[config.mk]
export PLATFORM = sky130hd
export DESIGN_NAME = alu_issue_decoder
export DESIGN_NICKNAME = d
export VERILOG_FILES = /design/src/rtl/alu_issue_decoder_pkg.sv /design/src/rtl/alu_ctrl_decode.sv /design/src/rtl/alu_issue_decoder.sv
export SDC_FILE = /design/constraint.sdc
export NUM_CORES = 1
export LEC_CHECK = 0
export BUFFER_PORTS_ARGS = -buffer_cell sky130_fd_sc_hd__buf_2
export CORE_MARGIN = 8
export CORE_UTILIZATION = 50
export CTS_BUF_LIST = sky130_fd_sc_hd__clkbuf_16
export DETAILED_ROUTE_END_ITERATION = 8
export PLACE_DENSITY = 0.77
export SLEW_MARGIN = 10
export SYNTH_ARGS = -nofsm -noshare
export SYNTH_HDL_FRONTEND = slang
export SYNTH_SLANG_ARGS = --single-unit
[constraint.sdc]
create_clock -name clk -period 5.04 [get_ports clk]
set_input_delay 0.756 -clock clk [delete_from_list [all_inputs] [get_ports clk]]
set_output_delay 0.756 -clock clk [all_outputs]
set_load 0.01 [all_outputs]
[src/rtl/alu_issue_decoder_pkg.sv]
// Shared opcode, funct, ALU operation and operand-select constants for the ALU issue decoder.
// Build option ILLEGAL_FLAG_EN adds an illegal-encoding flag to each buffered entry.
package alu_issue_decoder_pkg;

  localparam logic [6:0] OPC_OP     = 7'b0110011;
  localparam logic [6:0] OPC_OP_IMM = 7'b0010011;
  localparam logic [6:0] OPC_LUI    = 7'b0110111;
  localparam logic [6:0] OPC_AUIPC  = 7'b0010111;
  localparam logic [6:0] OPC_LOAD   = 7'b0000011;
  localparam logic [6:0] OPC_STORE  = 7'b0100011;
  localparam logic [6:0] OPC_BRANCH = 7'b1100011;
  localparam logic [6:0] OPC_JAL    = 7'b1101111;
  localparam logic [6:0] OPC_JALR   = 7'b1100111;

  localparam logic [2:0] F3_ADD_SUB = 3'b000;
  localparam logic [2:0] F3_SLL     = 3'b001;
  localparam logic [2:0] F3_SLT     = 3'b010;
  localparam logic [2:0] F3_SLTU    = 3'b011;
  localparam logic [2:0] F3_XOR     = 3'b100;
  localparam logic [2:0] F3_SRL_SRA = 3'b101;
  localparam logic [2:0] F3_OR      = 3'b110;
  localparam logic [2:0] F3_AND     = 3'b111;

  localparam logic [6:0] F7_BASE = 7'b0000000;
  localparam logic [6:0] F7_ALT  = 7'b0100000;

  localparam logic [3:0] ALU_ADD    = 4'd0;
  localparam logic [3:0] ALU_SUB    = 4'd1;
  localparam logic [3:0] ALU_SLL    = 4'd2;
  localparam logic [3:0] ALU_SLT    = 4'd3;
  localparam logic [3:0] ALU_SLTU   = 4'd4;
  localparam logic [3:0] ALU_XOR    = 4'd5;
  localparam logic [3:0] ALU_SRL    = 4'd6;
  localparam logic [3:0] ALU_SRA    = 4'd7;
  localparam logic [3:0] ALU_OR     = 4'd8;
  localparam logic [3:0] ALU_AND    = 4'd9;
  localparam logic [3:0] ALU_COPY_B = 4'd10;
  localparam logic [3:0] ALU_XXX    = 4'd15;

  localparam logic A_SEL_RS1 = 1'b0;
  localparam logic A_SEL_PC  = 1'b1;
  localparam logic B_SEL_RS2 = 1'b0;
  localparam logic B_SEL_IMM = 1'b1;

  typedef struct packed {
    logic [3:0]  aluop;
    logic        a_sel;
    logic        b_sel;
    logic [31:0] imm;
    logic [4:0]  rs1;
    logic [4:0]  rs2;
    logic [4:0]  rd;
    logic        reg_we;
`ifdef ILLEGAL_FLAG_EN
    logic        illegal;
`endif
    logic [31:0] pc;
  } entry_t;

  // alt selects SUB/SRA; callers mask it for encodings where funct7[5] is meaningless.
  function automatic logic [3:0] alu_from_funct3(logic [2:0] funct3, logic alt);
    logic [3:0] op;
    case (funct3)
      F3_ADD_SUB: op = alt ? ALU_SUB : ALU_ADD;
      F3_SLL:     op = ALU_SLL;
      F3_SLT:     op = ALU_SLT;
      F3_SLTU:    op = ALU_SLTU;
      F3_XOR:     op = ALU_XOR;
      F3_SRL_SRA: op = alt ? ALU_SRA : ALU_SRL;
      F3_OR:      op = ALU_OR;
      default:    op = ALU_AND;
    endcase
    return op;
  endfunction

endpackage

[src/rtl/alu_ctrl_decode.sv]
// Combinational RV32I instruction to ALU control mapping (operation, operand selects, immediate).
// With ILLEGAL_FLAG_EN the illegal output reports unsupported encodings.
module alu_ctrl_decode
  import alu_issue_decoder_pkg::*;
(
  input  logic [31:0] inst,
  output logic [3:0]  aluop,
  output logic        a_sel,
  output logic        b_sel,
  output logic [31:0] imm,
  output logic        reg_we
`ifdef ILLEGAL_FLAG_EN
  ,
  output logic        illegal
`endif
);

  logic [6:0]  opcode;
  logic [2:0]  funct3;
  logic [31:0] imm_i, imm_s, imm_b, imm_u, imm_j;

  assign opcode = inst[6:0];
  assign funct3 = inst[14:12];

  assign imm_i = {{20{inst[31]}}, inst[31:20]};
  assign imm_s = {{20{inst[31]}}, inst[31:25], inst[11:7]};
  assign imm_b = {{19{inst[31]}}, inst[31], inst[7], inst[30:25], inst[11:8], 1'b0};
  assign imm_u = {inst[31:12], 12'b0};
  assign imm_j = {{11{inst[31]}}, inst[31], inst[19:12], inst[20], inst[30:21], 1'b0};

  always_comb begin
    aluop  = ALU_XXX;
    a_sel  = A_SEL_RS1;
    b_sel  = B_SEL_RS2;
    imm    = '0;
    reg_we = 1'b0;
    case (opcode)
      OPC_OP: begin
        aluop  = alu_from_funct3(funct3, inst[30]);
        reg_we = 1'b1;
      end
      OPC_OP_IMM: begin
        // Only SRAI uses funct7[5]; for ADDI it is part of the immediate.
        aluop  = alu_from_funct3(funct3, (funct3 == F3_SRL_SRA) && inst[30]);
        b_sel  = B_SEL_IMM;
        imm    = imm_i;
        reg_we = 1'b1;
      end
      OPC_LUI: begin
        aluop  = ALU_COPY_B;
        b_sel  = B_SEL_IMM;
        imm    = imm_u;
        reg_we = 1'b1;
      end
      OPC_AUIPC: begin
        aluop  = ALU_ADD;
        a_sel  = A_SEL_PC;
        b_sel  = B_SEL_IMM;
        imm    = imm_u;
        reg_we = 1'b1;
      end
      OPC_LOAD: begin
        aluop  = ALU_ADD;
        b_sel  = B_SEL_IMM;
        imm    = imm_i;
        reg_we = 1'b1;
      end
      OPC_STORE: begin
        aluop = ALU_ADD;
        b_sel = B_SEL_IMM;
        imm   = imm_s;
      end
      OPC_BRANCH: begin
        aluop = ALU_ADD;
        a_sel = A_SEL_PC;
        b_sel = B_SEL_IMM;
        imm   = imm_b;
      end
      OPC_JAL: begin
        aluop  = ALU_ADD;
        a_sel  = A_SEL_PC;
        b_sel  = B_SEL_IMM;
        imm    = imm_j;
        reg_we = 1'b1;
      end
      OPC_JALR: begin
        aluop  = ALU_ADD;
        b_sel  = B_SEL_IMM;
        imm    = imm_i;
        reg_we = 1'b1;
      end
      default: ;
    endcase
  end

`ifdef ILLEGAL_FLAG_EN
  // Every legal opcode yields a defined ALU op, so ALU_XXX marks the unknown ones.
  assign illegal = (aluop == ALU_XXX) ||
                   ((opcode == OPC_OP) && (inst[31:25] != F7_BASE) && (inst[31:25] != F7_ALT));
`endif

endmodule

[src/rtl/alu_issue_decoder.sv]
// Decode stage feeding the ALU: valid/ready input, decoder, and a two-entry skid-buffered ID/EX
// register with synchronous flush. Build option ILLEGAL_FLAG_EN adds the out_illegal port.
module alu_issue_decoder
  import alu_issue_decoder_pkg::*;
(
  input  logic        clk,
  input  logic        rst,
  input  logic        in_valid,
  output logic        in_ready,
  input  logic [31:0] in_inst,
  input  logic [31:0] in_pc,
  input  logic        flush,
  output logic        out_valid,
  input  logic        out_ready,
  output logic [3:0]  out_aluop,
  output logic        out_a_sel,
  output logic        out_b_sel,
  output logic [31:0] out_imm,
  output logic [4:0]  out_rs1,
  output logic [4:0]  out_rs2,
  output logic [4:0]  out_rd,
  output logic        out_reg_we,
  output logic [31:0] out_pc
`ifdef ILLEGAL_FLAG_EN
  ,
  output logic        out_illegal
`endif
);

  entry_t out_q, out_d, skid_q, skid_d, new_entry;
  logic   out_valid_q, out_valid_d, skid_valid_q, skid_valid_d;
  logic   in_fire, out_free;

  logic [3:0]  dec_aluop;
  logic        dec_a_sel, dec_b_sel, dec_reg_we;
  logic [31:0] dec_imm;
`ifdef ILLEGAL_FLAG_EN
  logic        dec_illegal;
`endif

  alu_ctrl_decode u_decode (
    .inst    (in_inst),
    .aluop   (dec_aluop),
    .a_sel   (dec_a_sel),
    .b_sel   (dec_b_sel),
    .imm     (dec_imm),
    .reg_we  (dec_reg_we)
`ifdef ILLEGAL_FLAG_EN
    ,
    .illegal (dec_illegal)
`endif
  );

  always_comb begin
    new_entry        = '0;
    new_entry.aluop  = dec_aluop;
    new_entry.a_sel  = dec_a_sel;
    new_entry.b_sel  = dec_b_sel;
    new_entry.imm    = dec_imm;
    new_entry.rs1    = in_inst[19:15];
    new_entry.rs2    = in_inst[24:20];
    new_entry.rd     = in_inst[11:7];
    new_entry.reg_we = dec_reg_we;
`ifdef ILLEGAL_FLAG_EN
    new_entry.illegal = dec_illegal;
`endif
    new_entry.pc     = in_pc;
  end

  // Ready is a function of registered state and flush only, so no comb path from out_ready.
  assign in_ready = !skid_valid_q && !flush;
  assign in_fire  = in_valid && in_ready;
  assign out_free = !out_valid_q || out_ready;

  always_comb begin
    out_d        = out_q;
    skid_d       = skid_q;
    out_valid_d  = out_valid_q;
    skid_valid_d = skid_valid_q;
    if (flush) begin
      out_valid_d  = 1'b0;
      skid_valid_d = 1'b0;
    end else if (out_free) begin
      if (skid_valid_q) begin
        // in_ready is low while skid is full, so no new entry can arrive this cycle.
        out_d        = skid_q;
        out_valid_d  = 1'b1;
        skid_valid_d = 1'b0;
      end else if (in_fire) begin
        out_d       = new_entry;
        out_valid_d = 1'b1;
      end else begin
        out_valid_d = 1'b0;
      end
    end else if (in_fire) begin
      skid_d       = new_entry;
      skid_valid_d = 1'b1;
    end
  end

  always_ff @(posedge clk or posedge rst) begin
    if (rst) begin
      out_q        <= '0;
      skid_q       <= '0;
      out_valid_q  <= 1'b0;
      skid_valid_q <= 1'b0;
    end else begin
      out_q        <= out_d;
      skid_q       <= skid_d;
      out_valid_q  <= out_valid_d;
      skid_valid_q <= skid_valid_d;
    end
  end

  assign out_valid  = out_valid_q;
  assign out_aluop  = out_q.aluop;
  assign out_a_sel  = out_q.a_sel;
  assign out_b_sel  = out_q.b_sel;
  assign out_imm    = out_q.imm;
  assign out_rs1    = out_q.rs1;
  assign out_rs2    = out_q.rs2;
  assign out_rd     = out_q.rd;
  assign out_reg_we = out_q.reg_we;
  assign out_pc     = out_q.pc;
`ifdef ILLEGAL_FLAG_EN
  assign out_illegal = out_q.illegal;
`endif

endmodule
**After elaboration in Yosys (flattened, before gate mapping)**

Cells that the tools add are included.

- Register bits: 174
- Input port bits: 69
- Output and inout bits: 88
- Logic and storage cells: 76

- Equal/unequal tests: 15
- Multiplexer cells: 20
- Bitwise gates (word level): 2
- Reductions and logical operators: 19

Operator list:

| kind | number |
|---|---|
| $mux 86 | 2 |
| $pmux 32 s5 | 1 |
| $pmux 4 s7 | 2 |
| $eq 7x6->1 const B | 3 |
| $eq 7x7->1 const B | 3 |
| $pmux 4 s4 | 1 |
| $eq 7x5->1 const B | 2 |
| $mux 1 | 14 |
| $eq 3x3->1 const B | 3 |
| $reduce_or 8->1 | 1 |
| $eq 7x2->1 const B | 1 |
| $reduce_or 7->1 | 1 |
| $eq 3x2->1 const B | 2 |
| $reduce_and 3->1 | 2 |
| $reduce_or 3->1 | 2 |
| $reduce_or 6->1 | 1 |
| $reduce_bool 2->1 | 2 |
| $eq 3x1->1 const B | 1 |
| $logic_and 1x1->1 | 3 |
| $logic_not 1->1 | 3 |
| $logic_not 3->1 | 1 |
| $reduce_bool 3->1 | 1 |
| $not 1->1 | 2 |
| $reduce_or 2->1 | 1 |
| $logic_or 1x1->1 | 1 |

**Depth between registers and ports, before layout**

- Depth in word-level cells: 7
- Gate-level depth with buffers: 9
- Mapped depth without buffers: 5

**Hierarchy**

From an unflattened synthesis, not the netlist that was laid out.

- Cell total of the unflattened synthesis: 570
- Area, all modules: 8386.8 um2

Modules (own cells, without submodules):

| module | instances | cells each | area each (um2) | sequential area each (um2) |
|---|---|---|---|---|
| alu_issue_decoder | 1 | 469 | 7761.2 | 4354.2 |
| alu_ctrl_decode | 1 | 101 | 625.6 | 0.0 |

**Worst setup path before layout**

No wires, ideal clock.

- Path type: input to register
- Start: in in_inst[2]
- End: reg out_q, in the netlist out_imm[12]
- Arrival time: 2109 ps
- Required time: 4916 ps
- Path slack: 2807 ps
- Stages on the path: 9
- Cells stage by stage: buf_2 and4b_1 and2_4 buf_6 a21o_1 buf_6 nor2b_4 buf_6 a211o_1

- Word-level cells in the longest chain between the ends: 5

Ends and longest elaborated chain:

| item | RTL line | source |
|---|---|---|
| start: declaration | alu_issue_decoder.sv:10 | `input logic [31:0] in_inst,` |
| $eq 7x2->1, or another cell as far along | alu_ctrl_decode.sv:37 | `case (opcode)` |
| $reduce_or 3->1 (no source line) / $reduce_or 2->1 (equally long branches) | n/a |  |
| $pmux 32 s5 (*) | alu_ctrl_decode.sv:37 |  |
| $mux 86 (*) | alu_issue_decoder.sv:89 | `end else if (in_fire) begin` |
| $mux 86 (*) | alu_issue_decoder.sv:84 | `if (skid_valid_q) begin` |
| end signal: assignment | alu_issue_decoder.sv:108 | `out_q <= out_d;` |
| end: declaration | alu_issue_decoder.sv:30 | `entry_t out_q, out_d, skid_q, skid_d, new_entry;` |

Mark *: on every way between the ends. The rest lies on a longest branch, timed or not. The select of a mux whose other input is x is not followed.
A chain may end at the register's enable or synchronous reset.

**Final worst setup path**

- Start: reg out_valid_q, in the netlist out_valid
- End: reg out_q, in the netlist out_imm[21]

- Word-level cells in the longest chain between the ends: 3

Ends and longest elaborated chain:

| item | RTL line | source |
|---|---|---|
| start: declaration | alu_issue_decoder.sv:31 | `logic out_valid_q, out_valid_d, skid_valid_q, skid_valid_d;` |
| start signal: assignment | alu_issue_decoder.sv:110 | `out_valid_q <= out_valid_d;` |
| $logic_not 1->1 | alu_issue_decoder.sv:73 | `assign out_free = !out_valid_q \|\| out_ready;` |
| $logic_or 1x1->1 | alu_issue_decoder.sv:73 |  |
| $reduce_and 3->1 (no source line) | n/a |  |

No other way between the ends.

==> run_results.csv <==
group,metric,value,unit
outcome,outcome,"finished clean",
clocking,cts_resized,0,
global_routing,grt_overflow,0,
logic_synthesis,synth_area_leader_cell,"dfrtp_1",
cells_and_area,multi_input_area,3050,um2
place,finalWeightedCongestion,0.835,
routing,drcViolationCount,0,
cells_and_area,seq_area,4360,um2
clocking,clk_root_buffer_cell,"clkbuf_16",
worst_setup_path,ff2ff_path_depth,6,
global_routing,grt_pass1_wl,32000,um
logic_synthesis,synth_area_leaders,"dfrtp_1, nand2_1, mux2i_1",
power,p_leak,4.47,nW
cells_and_area,area_growth_syn_to_layout,18.8,%
logic_synthesis,avgSynthCellArea,9.32,um2
worst_hold_path,holdPathStages,2,
cells_and_area,utilization,60.3,%
timing,grt_setup_unrepaired,"false",
timing,max_freq,342,MHz
timing,finClkSkew,8.14,ps
worst_hold_path,min_to,"skid_q[53]$_DFFE_PP0P_",
cells_and_area,diodes,0,
worst_setup_path,worstPathArrival,3180,ps
logic_synthesis,synth_compound_area_share,13.1,%
logic_synthesis,synthAdderAreaFrac,0,%
power,seqPwrFrac,48.5,%
power,power_frac_comb,14.9,%
worst_setup_path,timing.rr.end,"out_imm[21]$_DFFE_PP0P_",
logic_synthesis,ys_warn_count,0,
worst_hold_path,min_from,"skid_q[53]$_DFFE_PP0P_",
worst_setup_path,startpoint_type,"flip-flop",
power,p_int,0.00262,W
place,dpl-instance-area,8500,um2
logic_synthesis,syn_inst,822,
floorplan,initial_core_util,50.8,%
timing,finalMaxSlewViolations,0,
clocking,cts_sinks,174,
logic_synthesis,synth_nets,891,
floorplan,rows,45,
power,power_switching,0.000986,W
worst_setup_path,r2r_slack,2120,ps
logic_synthesis,synth_mux_area_share,6.29,%
worst_setup_path,crit_required,5300,ps
place,port_buffers,156,
global_routing,grt_pass1_vias,6151,
routing,routedWlPerCell,16.8,um
power,power_density,397,nW/um2
power,irDropWorstVdd,0.000236,V
cells_and_area,final_cell_mix,"nand2_1, dfrtp_1, buf_2",
timing,relSlewSlack,25.2,%
worst_hold_path,min_path_type,"flip-flop to flip-flop",
power,clockPowerShare,36.6,%
timing,hold_viol,0,
timing,fin_crit_sh,57.9,%
cells_and_area,fin_area,9100,um2
place,dp_hpwl,12900,um
global_routing,grt_usage,20.3,%
logic_synthesis,synth_seq_area_share,56.9,%
floorplan,die_w,140,um
clocking,htreeDepth,4,
logic_synthesis,synth_xor_xnor_area_share,0.114,%
cells_and_area,final_nets,1013,
power,sw_frac_of_total,27.3,%
routing,ant_nets,0,
floorplan,die_h,140,um
routing,drt_wl_total,19200,um
routing,vias_per_cell,5.45,
global_routing,antenna_found_initial,0,
worst_setup_path,critical_path.max_fanout,41,
logic_synthesis,yosys.area_share.simple,20.0,%
clocking,post-cts-setup-buffers,0,
floorplan,dieArea,19500,um2
logic_synthesis,synth_top_family_by_area,"simple AND/OR/NAND/NOR gates",
cells_and_area,layout_commonest_cell,"nand2_1",
clocking,clk_pin_slew_worst_paths,70,ps
timing,fin_crit,2920,ps
logic_synthesis,synth_top_area_share,56.9,%
clocking,cts_made_buffers,17,
worst_setup_path,r2r_start,"out_valid$_DFFE_PP0N_",
timing,tightestPinTransition,1110,ps
logic_synthesis,synth_area,7660,um2
worst_setup_path,path_class,"flip-flop to flip-flop",
clocking,clk_latency,420,ps
routing,vias,6238,
cells_and_area,final_layout_size_suffix_gt1_share,21.4,%
global_routing,grt_max_degree,102,
routing,drt_iter0_drc,462,
timing,setup_violations,0,
clocking,holdBufCountCts,0,
floorplan,ios,157,
logic_synthesis,synth-seq-cells,174,
routing,dr.pass1.iters,5,
cells_and_area,nFillCells,1299,
worst_setup_path,cp-end-kind,"flip-flop",
floorplan,core_area,15100,um2
clocking,clock_path_buffers,2,
run,cap_violations,0,
clocking,cts_tree,"yes",
timing,timing.setup.tns,0,ps
logic_synthesis,yosysUniqueCellTypes,42,
-- area by class of cell --
class	count	area share, %
Multi-Input combinational cell	584	33.5
Timing Repair Buffer	163	9.29
Clock inverter	15	1.87
Sequential cell	174	47.9
Inverter	4	0.206
Tap cell	188	2.58
Clock buffer	17	4.67
-- Yosys cell counts --
| library cell | number |
|---|---|
| a221o_1 | 6 |
| nor3b_1 | 1 |
| a32oi_1 | 1 |
| or3_1 | 12 |
| nand3_1 | 18 |
| dfrtp_1 | 174 |
| buf_2 | 13 |
| a21oi_1 | 50 |
| nor2_1 | 44 |
| o41ai_2 | 1 |
| a22oi_1 | 4 |
| nand2_1 | 254 |
| clkbuf_1 | 37 |
| o31ai_1 | 2 |
| o21ai_0 | 82 |
| buf_1 | 6 |
| a32o_1 | 1 |
| nor3_2 | 1 |
| and3_1 | 9 |
| nor2b_4 | 1 |
| a211oi_1 | 3 |
| nor2b_1 | 7 |
| a211o_1 | 8 |
| and4bb_2 | 1 |
| nand2b_1 | 2 |
| a31oi_1 | 4 |
| nor3_1 | 3 |
| and2_4 | 1 |
| buf_4 | 1 |
| and3b_1 | 3 |
| mux2_2 | 1 |
| o211ai_1 | 10 |
| buf_6 | 3 |
| xnor2_1 | 1 |
| inv_1 | 4 |
| mux2i_1 | 47 |
| a21o_1 | 1 |
| and2_1 | 1 |
| nand4b_1 | 1 |
| nand3b_1 | 1 |
| and4b_1 | 1 |
| and2b_1 | 1 |
-- critical path, stage by stage, from the launching register on --
cell and delay, ps:
dfrtp_1 380, nor2b_1 210, nor3_4 180, buf_4 390
nand2_1 460, a21oi_1 920, a21oi_1 190
-- routing by layer --
layer / wire length, um / share of wire, % / global-route usage [%]
met5: 0 / 0 / 0
met4: 261 / 1.4 / 6.63
met3: 1390 / 7.2 / 5.30
met2: 9110 / 47 / 32.1
met1: 8480 / 44 / 26.6
-- registers in the layout, summed over array words and instances, names as in the netlist --
name,count
skid_q,86
out_imm,32
out_pc,32
out_rd,5
out_rs1,5
out_rs2,5
out_aluop,4
out_a_sel,1
out_b_sel,1
out_reg_we,1
out_valid,1
skid_valid_q,1
-- how the worst max path moves through the flow --
stage / startpoint / endpoint / slack, ps
2_1_floorplan: rst / out_a_sel$_DFFE_PP0P_ / 2060
3_3_place_gp: out_ready / out_imm[22]$_DFFE_PP0P_ / 1980
3_5_place_dp: out_ready / out_imm[26]$_DFFE_PP0P_ / 1770
4_1_cts: out_valid$_DFFE_PP0N_ / out_imm[21]$_DFFE_PP0P_ / 2120
5_1_grt: out_valid$_DFFE_PP0N_ / out_imm[27]$_DFFE_PP0P_ / 1910
6_report: out_valid$_DFFE_PP0N_ / out_imm[21]$_DFFE_PP0P_ / 2120
-- kinds of logic after synthesis --
kind of cell              after synthesis
AOI/OAI and AO/OA                     173
muxes                                  48
and+or+nand+nor                       362
xor gates and xnor gates                1
DFF                                   174
buffers and inverters                  64
-- stage by stage --
stage / hold slack, ps / std cells / setup WS [ps] / power [W]
after global placement: 445 / 1113 / 1980 / 0.00229
final: 467 / 1145 / 2120 / 0.00361
after CTS: 468 / 1145 / 2120 / 0.00364
after detailed placement: 452 / 1113 / 1770 / 0.00232
after floorplan: 430 / 822 / 2060 / 0.00208
after global routing: 487 / 1145 / 1910 / 0.00380
-- power by group through the flow --
stage | Sequential, W | Clock [W] | Combinational [W]
floorplan | 0.00180 | 0 | 0.000283
global placement | 0.00177 | 0 | 0.000528
detailed placement | 0.00177 | 0 | 0.000547
CTS | 0.00175 | 0.00134 | 0.000550
finish | 0.00175 | 0.00132 | 0.000539
global route | 0.00178 | 0.00141 | 0.000615
No activity file was read; power rests on OpenSTA's default activity.
